$ cat src/rtl/cm_sched_pkg.sv
// Shared types and constants for the cascadable slice-counter sequencer.
package cm_sched_pkg;
  localparam int SLICE_W = 4;

  typedef enum logic [1:0] {
    IDLE = 2'd0,
    RUN  = 2'd1,
    DONE = 2'd2
  } state_t;

  typedef logic grant_t;
endpackage

$ cat src/rtl/cm_slice4.sv
// One 4-bit counter slice: next-value mux plus ripple carry to the next nibble.
module cm_slice4 (
  input  logic [3:0] q,
  input  logic [3:0] d,
  input  logic       ld,
  input  logic       inc,
  input  logic       cin,
  output logic [3:0] nq,
  output logic       cout
);
  always_comb begin
    nq   = ld ? d : ((inc & cin) ? q + 4'd1 : q);
    cout = cin & inc & (q == 4'hF);
  end
endmodule

$ cat src/rtl/cm_slice_sched.sv
// Count register, run/step/done sequencing and round-robin parallel-load arbiter
// wrapped around a chain of cm_slice4 slices.
module cm_slice_sched
  import cm_sched_pkg::*;
#(
  parameter int SLICES    = 2,
  parameter bit TERM_HOLD = 1'b1
) (
  input  logic                      clk,
  input  logic                      rst_n,
  input  logic                      req0_valid,
  input  logic [SLICE_W*SLICES-1:0] req0_data,
  output logic                      req0_ready,
  input  logic                      req1_valid,
  input  logic [SLICE_W*SLICES-1:0] req1_data,
  output logic                      req1_ready,
  input  logic                      run,
  input  logic                      step,
  input  logic                      ci,
  output logic [SLICE_W*SLICES-1:0] count,
  output logic                      co,
  output logic                      busy,
  output logic                      done
);
  localparam int WIDTH = SLICE_W * SLICES;

  state_t            state;
  grant_t            last_grant;
  logic              load, inc, hold_term;
  logic [WIDTH-1:0]  ld_data, nxt;
  logic [SLICES:0]   carry;

  // Loads are only taken outside RUN; the previous winner yields on a tie.
  assign req0_ready = rst_n & (state != RUN) & req0_valid & (~req1_valid | (last_grant == 1'b1));
  assign req1_ready = rst_n & (state != RUN) & req1_valid & (~req0_valid | (last_grant == 1'b0));
  assign load       = req0_ready | req1_ready;
  assign ld_data    = req1_ready ? req1_data : req0_data;

  always_comb begin
    inc = 1'b0;
    case (state)
      IDLE:    inc = ~load & ~run & step;
      RUN:     inc = run;
      default: inc = 1'b0;
    endcase
  end

  assign carry[0] = ci;

  for (genvar k = 0; k < SLICES; k++) begin : g_slice
    cm_slice4 u_slice (
      .q    (count[k*SLICE_W +: SLICE_W]),
      .d    (ld_data[k*SLICE_W +: SLICE_W]),
      .ld   (load),
      .inc  (inc),
      .cin  (carry[k]),
      .nq   (nxt[k*SLICE_W +: SLICE_W]),
      .cout (carry[k+1])
    );
  end

  assign co        = carry[SLICES];
  assign hold_term = TERM_HOLD && (state == RUN) && co;
  assign busy      = (state == RUN);
  assign done      = (state == DONE);

  always_ff @(posedge clk or negedge rst_n) begin
    if (!rst_n) begin
      count      <= '0;
      state      <= IDLE;
      last_grant <= 1'b1;
    end else begin
      if (load) last_grant <= grant_t'(req1_ready);
      // At terminal count in hold mode the slices would wrap; keep all-ones instead.
      if (!hold_term) count <= nxt;
      case (state)
        IDLE: if (!load && run) state <= RUN;
        RUN: begin
          if (!run)           state <= IDLE;
          else if (hold_term) state <= DONE;
        end
        DONE: if (load || !run) state <= IDLE;
        default: state <= IDLE;
      endcase
    end
  end
endmodule
$ cat config.mk
export PLATFORM = sky130hd
export DESIGN_NAME = cm_slice_sched
export DESIGN_NICKNAME = d
export VERILOG_FILES = /design/src/rtl/cm_sched_pkg.sv /design/src/rtl/cm_slice4.sv /design/src/rtl/cm_slice_sched.sv
export SDC_FILE = /design/constraint.sdc
export NUM_CORES = 1
export LEC_CHECK = 0
export BUFFER_PORTS_ARGS = -buffer_cell sky130_fd_sc_hd__buf_4
export CAP_MARGIN = 20
export CORE_MARGIN = 3
export CORE_UTILIZATION = 40
export DETAILED_ROUTE_END_ITERATION = 8
export GPL_TIMING_DRIVEN = 1
export PLACE_DENSITY_LB_ADDON = 0.15
export SLEW_MARGIN = 15
export SYNTH_ARGS = -nofsm -noshare
export SYNTH_HDL_FRONTEND = slang
export SYNTH_HIERARCHICAL = 1
export SYNTH_SLANG_ARGS = --single-unit
$ cat constraint.sdc
create_clock -name clk -period 2.3 [get_ports clk]
set_input_delay 0.46 -clock clk [delete_from_list [all_inputs] [get_ports clk]]
set_output_delay 0.46 -clock clk [all_outputs]
set_load 0.1 [all_outputs]
==> run_results.csv, run 1 <==
group,metric,value,unit
outcome,status,"completed",
floorplan,dieArea,2790,um^2
place,place_ws,0.0474,ns
setup_path,r2r_slack,0.24,ns
finish,finalInstanceArea,1350,um^2
timing,finalClockSkew,0.00190,ns
setup_path,ff2ff_path_depth,11,
global_route,grt_usage,17.3,%
finish,final_common_cell,"buf_4",
cts,cts_sinks,11,
finish,final_layout_size_suffix_gt1_share,62.8,%
pwr,power_leakage,0.618,nW
floorplan,die_h,52.8,um
setup_path,rr_endpoint,"count[0]",
global_route,grt_pass1_vias,834,
cts,cts.path.max_buffers,2,
timing,drv_slew,0,
global_route,grt_pass1_wl,3.59,mm
logic_synthesis,synth_area_leaders,"dfrtp_1 29%, mux2_4 14%, mux2_2 10%",
timing,finalCritPeriodShare,95.6,%
finish,final_cells,164,
timing,fin_ws,0.101,ns
logic_synthesis,avgSynthCellArea,9.75,um^2
setup_path,critPathRequiredTime,1.84,ns
timing,slew_headroom,81.4,%
logic_synthesis,yosys.area.top_type,"dfrtp_1",
timing,timing.fmax,455,MHz
setup_path,path_buf_inv,1,
setup_path,crit_fanout,2,
setup_path,worstPathArrival,1.74,ns
timing,setup_viol,0,
pwr,ir_drop,0.506,mV
timing,whs,0.155,ns
cts,cts_tree,"built",
cts,root_buffer,"clkbuf_4",
drt,dr.first_iter.drc_count,2,
logic_synthesis,synth-seq-area-share,31.5,%
timing,hold_viol_final,0,
floorplan,row_count,16,
pwr,power.total,0.977,mW
setup_path,startpoint_type,"register",
setup_path,cpMaxStageDelayCell,"dfrtp_2",
pwr,power.density,725,nW/um^2
cts,cts_hold_buf,0,
setup_path,cp_cell_sequence,"nor2_2, nand3_2, a21oi_4, nand3_2, nor2_4, nand3_4, nor2_4, buf_12",
cts,cts.htree.levels,1,
cts,clkLatencyLatePin,0.26,ns
setup_path,crit_type,"register to output port",
finish,fin_nets,163,
drt,routed-via-count,842,
setup_path,max_stage_delay,0.41,ns
timing,period_minus_slack,2.20,ns
place,placed_area,1270,um^2
drt,drt_wl_total,2.18,mm
logic_synthesis,synth_top_area_share,28.5,%
place,place_inst,157,
setup_path,crit_path_end_kind,"output port",
hold_path,worstHoldPathType,"input pin to asynchronous set/reset pin",
setup_path,cp_top_family,"simple AND/OR/NAND/NOR gates",
global_route,grt_overflow,0,
floorplan,core_area,2020,um^2
drt,dr.pass1.iters,4,
global_route,grt_start_max_net_pins,16,
floorplan,pin_count,36,
cts,clkTransAtPathRegs,0.07,ns
cts,numCtsBuffers,3,
drt,drc,0,
global_route,antenna_found_initial,0,
logic_synthesis,syn_nets,115,
place,io_buffers,35,
logic_synthesis,yosys_warnings,6,
run,drv_cap,0,
floorplan,initial_core_util,43.4,%
drt,final_antenna_net_count,0,
logic_synthesis,synthCells,90,
floorplan,die_w,52.8,um
drt,viasPerCell,5.13,
finish,diodes,0,
timing,tightest_slew,0.281,ns
place,gp_congestion,0.735,
drt,wl_per_cell,13.3,um
place,dp_hpwl,1.69,mm
logic_synthesis,syn_area,877,um^2
logic_synthesis,synth-seq-cells,11,
finish,syn_to_final_growth,53.6,%
logic_synthesis,synth_cell_types,24,
finish,layout_common_cells,"42 x buf_4, 12 x nand2_1, 9 x o21ai_0, 8 x mux2_2, 8 x mux2_4",
setup_path,r2r_start,"state[0]",
==> routing by layer <==
| metal | global-route usage (%) | wire length, um |
|---|---|---|
| met5 | 0 | 0 |
| met1 | 19.8 | 912 |
| met3 | 2.56 | 126 |
| met4 | 5.11 | 25 |
| met2 | 32.4 | 1120 |
==> cell usage after synthesis (all sizes together) <==
library cell	number
mux2	16
nand2	15
dfrtp	10
o21ai	10
nand3	6
nor2	6
inv	5
xor2	4
a31oi	3
a21oi	2
ha	2
mux2i	2
or3	2
a21boi	1
a41oi	1
and2b	1
dfstp	1
nand2b	1
nand4	1
nor3b	1
==> state kept, by name, summed over array words and instances, names as in the netlist <==
register and flops:
count 8, last_grant 1, state 2
==> stage by stage <==
step / TNS (ns) / util, %
finish: 0 / 66.6
global placement: 0 / 63.1
floorplan: -1.05 / -
global route: -0.00777 / 66.6
CTS: 0 / 65.5
detailed placement: 0 / 63.1
==> report_power, final <==
part | switching (mW) | internal, mW
sequential | 0.0522 | 0.240
clock | 0.0669 | 0.0670
combinational | 0.374 | 0.176
==> logic make-up after synthesis <==
logic type | count (synthesis) | synth area share (%)
AO/OA/AOI/OAI | 17 | 10.8
XOR/XNOR | 4 | 3.99
adder cells (fa/ha/maj) | 2 | 2.85
buffers and inverters | 5 | 2.43
flip-flops | 11 | 31.5
multiplexers | 18 | 26.2
AND/OR/NAND/NOR | 33 | 22.1
==> worst max path at each step <==
| stage | start | endpoint | depth (start not counted) |
|---|---|---|---|
| after floorplan | req0_valid | count[6] | 9 |
| after global placement | req0_valid | co | 9 |
| after detailed placement | req0_valid | co | 9 |
| after CTS | state[0] | co | 8 |
| after global routing | state[0] | co | 8 |
| final | state[0] | co | 8 |
==> area by class of cell <==
| cell class | count | area [um^2] |
|---|---|---|
| Fill cell | 171 | 674 |
| Timing Repair Buffer | 43 | 335 |
| Inverter | 5 | 21.3 |
| Tap cell | 27 | 33.8 |
| Multi-Input combinational cell | 74 | 646 |
| Sequential cell | 11 | 285 |
| Clock buffer | 4 | 26.3 |
==> what timing repair did <==
action                     4_1_cts  5_1_grt
pin swaps                        0        4
hold endpoints to repair         0        0
gates resized for setup          5        1
gates cloned                     0        0
setup endpoints to repair        1        1
buffers inserted                 1        2
Power figures use the tool's default switching activity.
==> run 2: changes to the inputs <==
--- a/config.mk
+++ b/config.mk
@@ -12,6 +12,7 @@
 export DETAILED_ROUTE_END_ITERATION = 8
 export GPL_TIMING_DRIVEN = 1
 export PLACE_DENSITY_LB_ADDON = 0.15
+export RECOVER_POWER = 100
 export SLEW_MARGIN = 15
 export SYNTH_ARGS = -nofsm -noshare
 export SYNTH_HDL_FRONTEND = slang
==> run 2 against run 1 <==
Fmax hardly changed. Clock skew is 0.00066 ns lower. Routed wire length up 0.46%. Critical path depth is the same. Combinational power decreased by 4.2%. Count of clock-buffer cells in the layout stayed put. Global-route usage did not move. Via count up 0.36%. Utilization decreased by 1.8 points. Critical path type unchanged.
==> run_results.csv, run 2 (synthesis results as in run 1) <==
group,metric,value,unit
place,io_buffers,35,
setup_path,crit_path_end_kind,"output port",
drt,drc,0,
floorplan,initial_core_util,43.4,%
setup_path,cp_cell_sequence,"nor2_2, nand3_2, a21oi_4, nand3_2, nor2_4, nand3_4, nor2_4, buf_12",
setup_path,max_stage_delay,0.41,ns
finish,top_regs,"count (8), state (2), last_grant (1)",
timing,timing.fmax,455,MHz
timing,slew_headroom,63.7,%
floorplan,core_area,2020,um^2
setup_path,crit_fanout,2,
place,gp_congestion,0.735,
pwr,power.density,727,nW/um^2
finish,final_common_cell,"buf_4",
finish,largest_reg_flops,8,
cts,cts_hold_buf,0,
global_route,antenna_found_initial,0,
drt,drt_wl_total,2.19,mm
global_route,grt_overflow,0,
timing,finalCritPeriodShare,95.7,%
cts,root_buffer,"clkbuf_4",
finish,diodes,0,
run,drv_cap,0,
cts,cts_sinks,11,
finish,regMostFlops,"count",
floorplan,pin_count,36,
setup_path,startpoint_type,"register",
place,dp_hpwl,1.69,mm
setup_path,critPathRequiredTime,1.84,ns
timing,whs,0.243,ns
drt,final_antenna_net_count,0,
timing,period_minus_slack,2.20,ns
floorplan,row_count,16,
finish,final_layout_size_suffix_gt1_share,61.3,%
hold_path,worstHoldPathType,"input pin to asynchronous set/reset pin",
floorplan,die_h,52.8,um
setup_path,cpMaxStageDelayCell,"dfrtp_2",
global_route,grt_pass1_vias,834,
setup_path,crit_type,"register to output port",
cts,cts.path.max_buffers,2,
global_route,grt_usage,17.3,%
drt,dr.first_iter.drc_count,2,
place,place_ws,0.0474,ns
timing,finalClockSkew,0.00124,ns
finish,fin_nets,163,
cts,cts.htree.levels,1,
drt,wl_per_cell,13.4,um
pwr,ir_drop,0.491,mV
finish,layout_common_cells,"30 x buf_4, 12 x nand2_1, 10 x clkbuf_2, 9 x o21ai_0",
timing,fin_ws,0.0998,ns
pwr,power.total,0.953,mW
pwr,power_leakage,0.606,nW
outcome,status,"completed",
cts,cts_tree,"built",
global_route,grt_pass1_wl,3.59,mm
timing,tightest_slew,0.547,ns
setup_path,worstPathArrival,1.74,ns
timing,hold_viol_final,0,
cts,clkLatencyLatePin,0.26,ns
timing,setup_viol,0,
global_route,grt_start_max_net_pins,16,
finish,num-fill-cells,184,
floorplan,die_w,52.8,um
drt,viasPerCell,5.15,
cts,numCtsBuffers,3,
timing,drv_slew,0,
cts,clkTransAtPathRegs,0.07,ns
floorplan,dieArea,2790,um^2
drt,dr.pass1.iters,3,
drt,routed-via-count,845,
finish,syn_to_final_growth,49.5,%
run 2: changes by cell type in the layout (fill, tap and decap cells not counted):
| cell | delta |
|---|---|
| buf_4 | -12 |
| clkbuf_1 | +1 |
| clkbuf_2 | +10 |
| clkbuf_4 | +1 |
| nand2b_1 | +1 |
| nand2b_4 | -1 |
run 2: what timing repair did:
item                       CTS  global route
hold endpoints to repair     0             0
gates resized for setup      5             1
setup endpoints to repair    1             1
setup buffers                1             2
pin swaps                    0             4
run 2: worst paths after layout:
kind | start | end | slack [ns] | cells after the start
worst min register to register | state[1] | state[0] | 0.53 | 1
max in group asynchronous | rst_n | last_grant | 1.81 | 2
min in group clk | req0_valid | last_grant | 0.42 | 2
worst max register to register | state[0] | count[0] | 0.24 | 11
worst max-delay path | state[0] | co | 0.1 | 8
worst min-delay path | rst_n | state[1] | 0.24 | 2
run 2: per-layer routing:
layer | track usage (%) | vias up | routed length [um]
met5 | 0 | - | 0
met2 | 32.4 | 25 | 1140
li1 | - | 416 | -
met1 | 19.8 | 402 | 913
met4 | 5.11 | 0 | 23
met3 | 2.56 | 2 | 115
run 2: worst max-delay path, delay by kind of cell (launching register included):
| kind | cells | cell delay, ns |
|---|---|---|
| AO/OA/AOI/OAI | 1 | 0.14 |
| buffers and inverters | 1 | 0.18 |
| flip-flops | 1 | 0.41 |
| AND/OR/NAND/NOR | 6 | 0.74 |
run 2: final cells by class:
class	instances	area [um^2]	share of cell area [%]
clock buffers	4	26.3	2.00
multi-input cells	74	638	48.7
inverters	5	21.3	1.62
flip-flops and latches	11	285	21.8
repair buffers	43	307	23.4
well taps	27	33.8	2.58
run 2: through the flow:
step           cell area [um^2]  std cells  util [%]  setup TNS, ns
5_1_grt                    1310        164      64.9       -0.00449
3_5_place_dp               1270        157      63.1              0
3_3_place_gp               1270        157      63.1              0
4_1_cts                    1330        162      65.5              0
6_report                   1310        164      64.9              0
2_1_floorplan               941         90         -          -1.05
run 2: where the power goes:
group / switching, mW / internal (mW)
clock: 0.0678 / 0.0670
sequential: 0.0515 / 0.240
combinational: 0.373 / 0.153
==> run 3: changes to the inputs <==
--- a/config.mk
+++ b/config.mk
@@ -7,6 +7,7 @@
 export LEC_CHECK = 0
 export BUFFER_PORTS_ARGS = -buffer_cell sky130_fd_sc_hd__buf_4
 export CAP_MARGIN = 20
+export CORE_ASPECT_RATIO = 0.75
 export CORE_MARGIN = 3
 export CORE_UTILIZATION = 40
 export DETAILED_ROUTE_END_ITERATION = 8
==> run 3 against run 2 <==
Fmax increased by 1.2%. Global-route usage decreased by 1.1 points. Count of clock-buffer cells in the layout is the same. Non-clock buffer count rose by 4. Cell area is 1.0% higher. Via count fell by 0.95%. Critical path depth is 1 higher.
==> run_results.csv, run 3 (synthesis results as in run 1) <==
group,metric,value,unit
drt,drt_wl_total,2.13,mm
cts,cts_tree,"built",
global_route,grt_pass1_vias,751,
drt,dr.pass1.iters,6,
finish,top_regs,"count (8), state (2), last_grant (1)",
floorplan,core_area,2050,um^2
timing,tightest_slew,0.544,ns
finish,syn_to_final_growth,51.1,%
drt,dr.first_iter.drc_count,10,
cts,root_buffer,"clkbuf_4",
run,drv_cap,0,
timing,setup_viol,0,
pwr,ir_drop,0.496,mV
global_route,grt_overflow,0,
setup_path,crit_type,"input pin to output port",
finish,fin_nets,167,
global_route,grt_pass1_wl,3.24,mm
finish,layout_common_cells,"33 x buf_4, 12 x nand2_1, 10 x clkbuf_2, 9 x o21ai_0",
timing,period_minus_slack,2.17,ns
setup_path,startpoint_type,"input pin",
drt,routed-via-count,837,
drt,drc,0,
timing,finalCritPeriodShare,94.6,%
finish,final_common_cell,"buf_4",
floorplan,die_w,60.1,um
global_route,antenna_found_initial,0,
finish,regMostFlops,"count",
drt,final_antenna_net_count,0,
cts,cts.path.max_buffers,2,
global_route,grt_usage,16.2,%
setup_path,r2r_slack,0.23,ns
outcome,status,"completed",
place,placed_area,1300,um^2
place,dp_hpwl,1.66,mm
finish,num-fill-cells,176,
finish,largest_reg_flops,8,
setup_path,crit_fanout,4,
timing,whs,0.245,ns
finish,final_core_utilization,64.7,%
timing,drv_slew,0,
setup_path,r2r_start,"state[0]",
timing,timing.fmax,460,MHz
place,gp_congestion,0.749,
finish,seq_area,284,um^2
floorplan,initial_core_util,42.8,%
setup_path,worstPathArrival,1.71,ns
timing,finalClockSkew,0.00358,ns
cts,cts_sinks,11,
setup_path,rr_endpoint,"count[5]",
pwr,power.density,720,nW/um^2
pwr,power_leakage,0.622,nW
finish,finalInstanceArea,1330,um^2
floorplan,die_h,46.6,um
drt,viasPerCell,5.07,
floorplan,dieArea,2800,um^2
setup_path,critPathRequiredTime,1.84,ns
cts,clkTransAtPathRegs,0.07,ns
cts,clkLatencyLatePin,0.27,ns
drt,wl_per_cell,12.9,um
finish,multiInputGateArea,631,um^2
timing,slew_headroom,63.9,%
cts,cts_hold_buf,0,
global_route,grt_start_max_net_pins,16,
place,io_buffers,35,
floorplan,row_count,14,
timing,hold_viol_final,0,
cts,numCtsBuffers,3,
finish,final_layout_size_suffix_gt1_share,61.0,%
cts,cts.htree.levels,1,
hold_path,worstHoldPathType,"input pin to asynchronous set/reset pin",
setup_path,ff2ff_path_depth,10,
finish,diodes,0,
setup_path,crit_path_end_kind,"output port",
floorplan,pin_count,36,
-- run 3: cell types whose count changed in the layout (fill, tap and decap cells not counted), sizes merged --
cell / delta
buf: +3
clkbuf: +1
-- run 3: layout make-up --
| type | instances | area share (%) |
|---|---|---|
| Clock buffer | 4 | 1.98 |
| Sequential cell | 11 | 21.4 |
| Multi-Input combinational cell | 74 | 47.6 |
| Tap cell | 24 | 2.27 |
| Timing Repair Buffer | 47 | 25.1 |
| Inverter | 5 | 1.61 |
-- run 3: worst max-delay path by stage --
stage               endpoint  slack [ns]       start
floorplan           count[6]       -0.13  req0_valid
global placement          co        0.02  req0_valid
detailed placement        co       -0.02  req0_valid
CTS                       co       0.005    state[0]
global route              co       -0.02    state[0]
finish                    co        0.13  req0_valid
-- run 3: worst max-delay path: stages --
cell and delay (ns):
buf_4 0.13, o21ai_4 0.16, nand3_2 0.11, a21oi_4 0.17
nand3_2 0.11, nor2_4 0.13, nand3_2 0.10, nor2_4 0.15
buf_12 0.18
-- run 3: metrics by stage --
step           total power [mW]  std cells  setup WS [ns]  setup TNS [ns]
3_5_place_dp              0.847        158        -0.0209         -0.0209
2_1_floorplan             0.701         90         -0.131           -1.05
3_3_place_gp              0.836        158         0.0225               0
4_1_cts                   0.987        162        0.00505               0
5_1_grt                    1.01        165        -0.0240         -0.0240
6_report                  0.955        165          0.125               0
-- run 3: power breakdown --
group          switching, mW  total [mW]  leakage (nW)  internal, mW
Sequential            0.0525       0.293         0.126         0.240
Combinational          0.371       0.526         0.481         0.155
Clock                 0.0684       0.136        0.0150        0.0672
Total                  0.492       0.955         0.622         0.462
-- run 3: layer usage --
layer	vias to the layer above	GRT usage [%]	wire (um)
li1	425	-	-
met1	386	20.4	954
met2	24	26.5	1020
met3	2	5.88	128
met4	0	3.98	20
met5	-	0	0
-- run 3: timing repair --
item	4_1_cts	5_1_grt
endpoints found under the setup margin	1	1
gates resized for setup	2	2
setup buffers	0	3
pin swaps	0	4
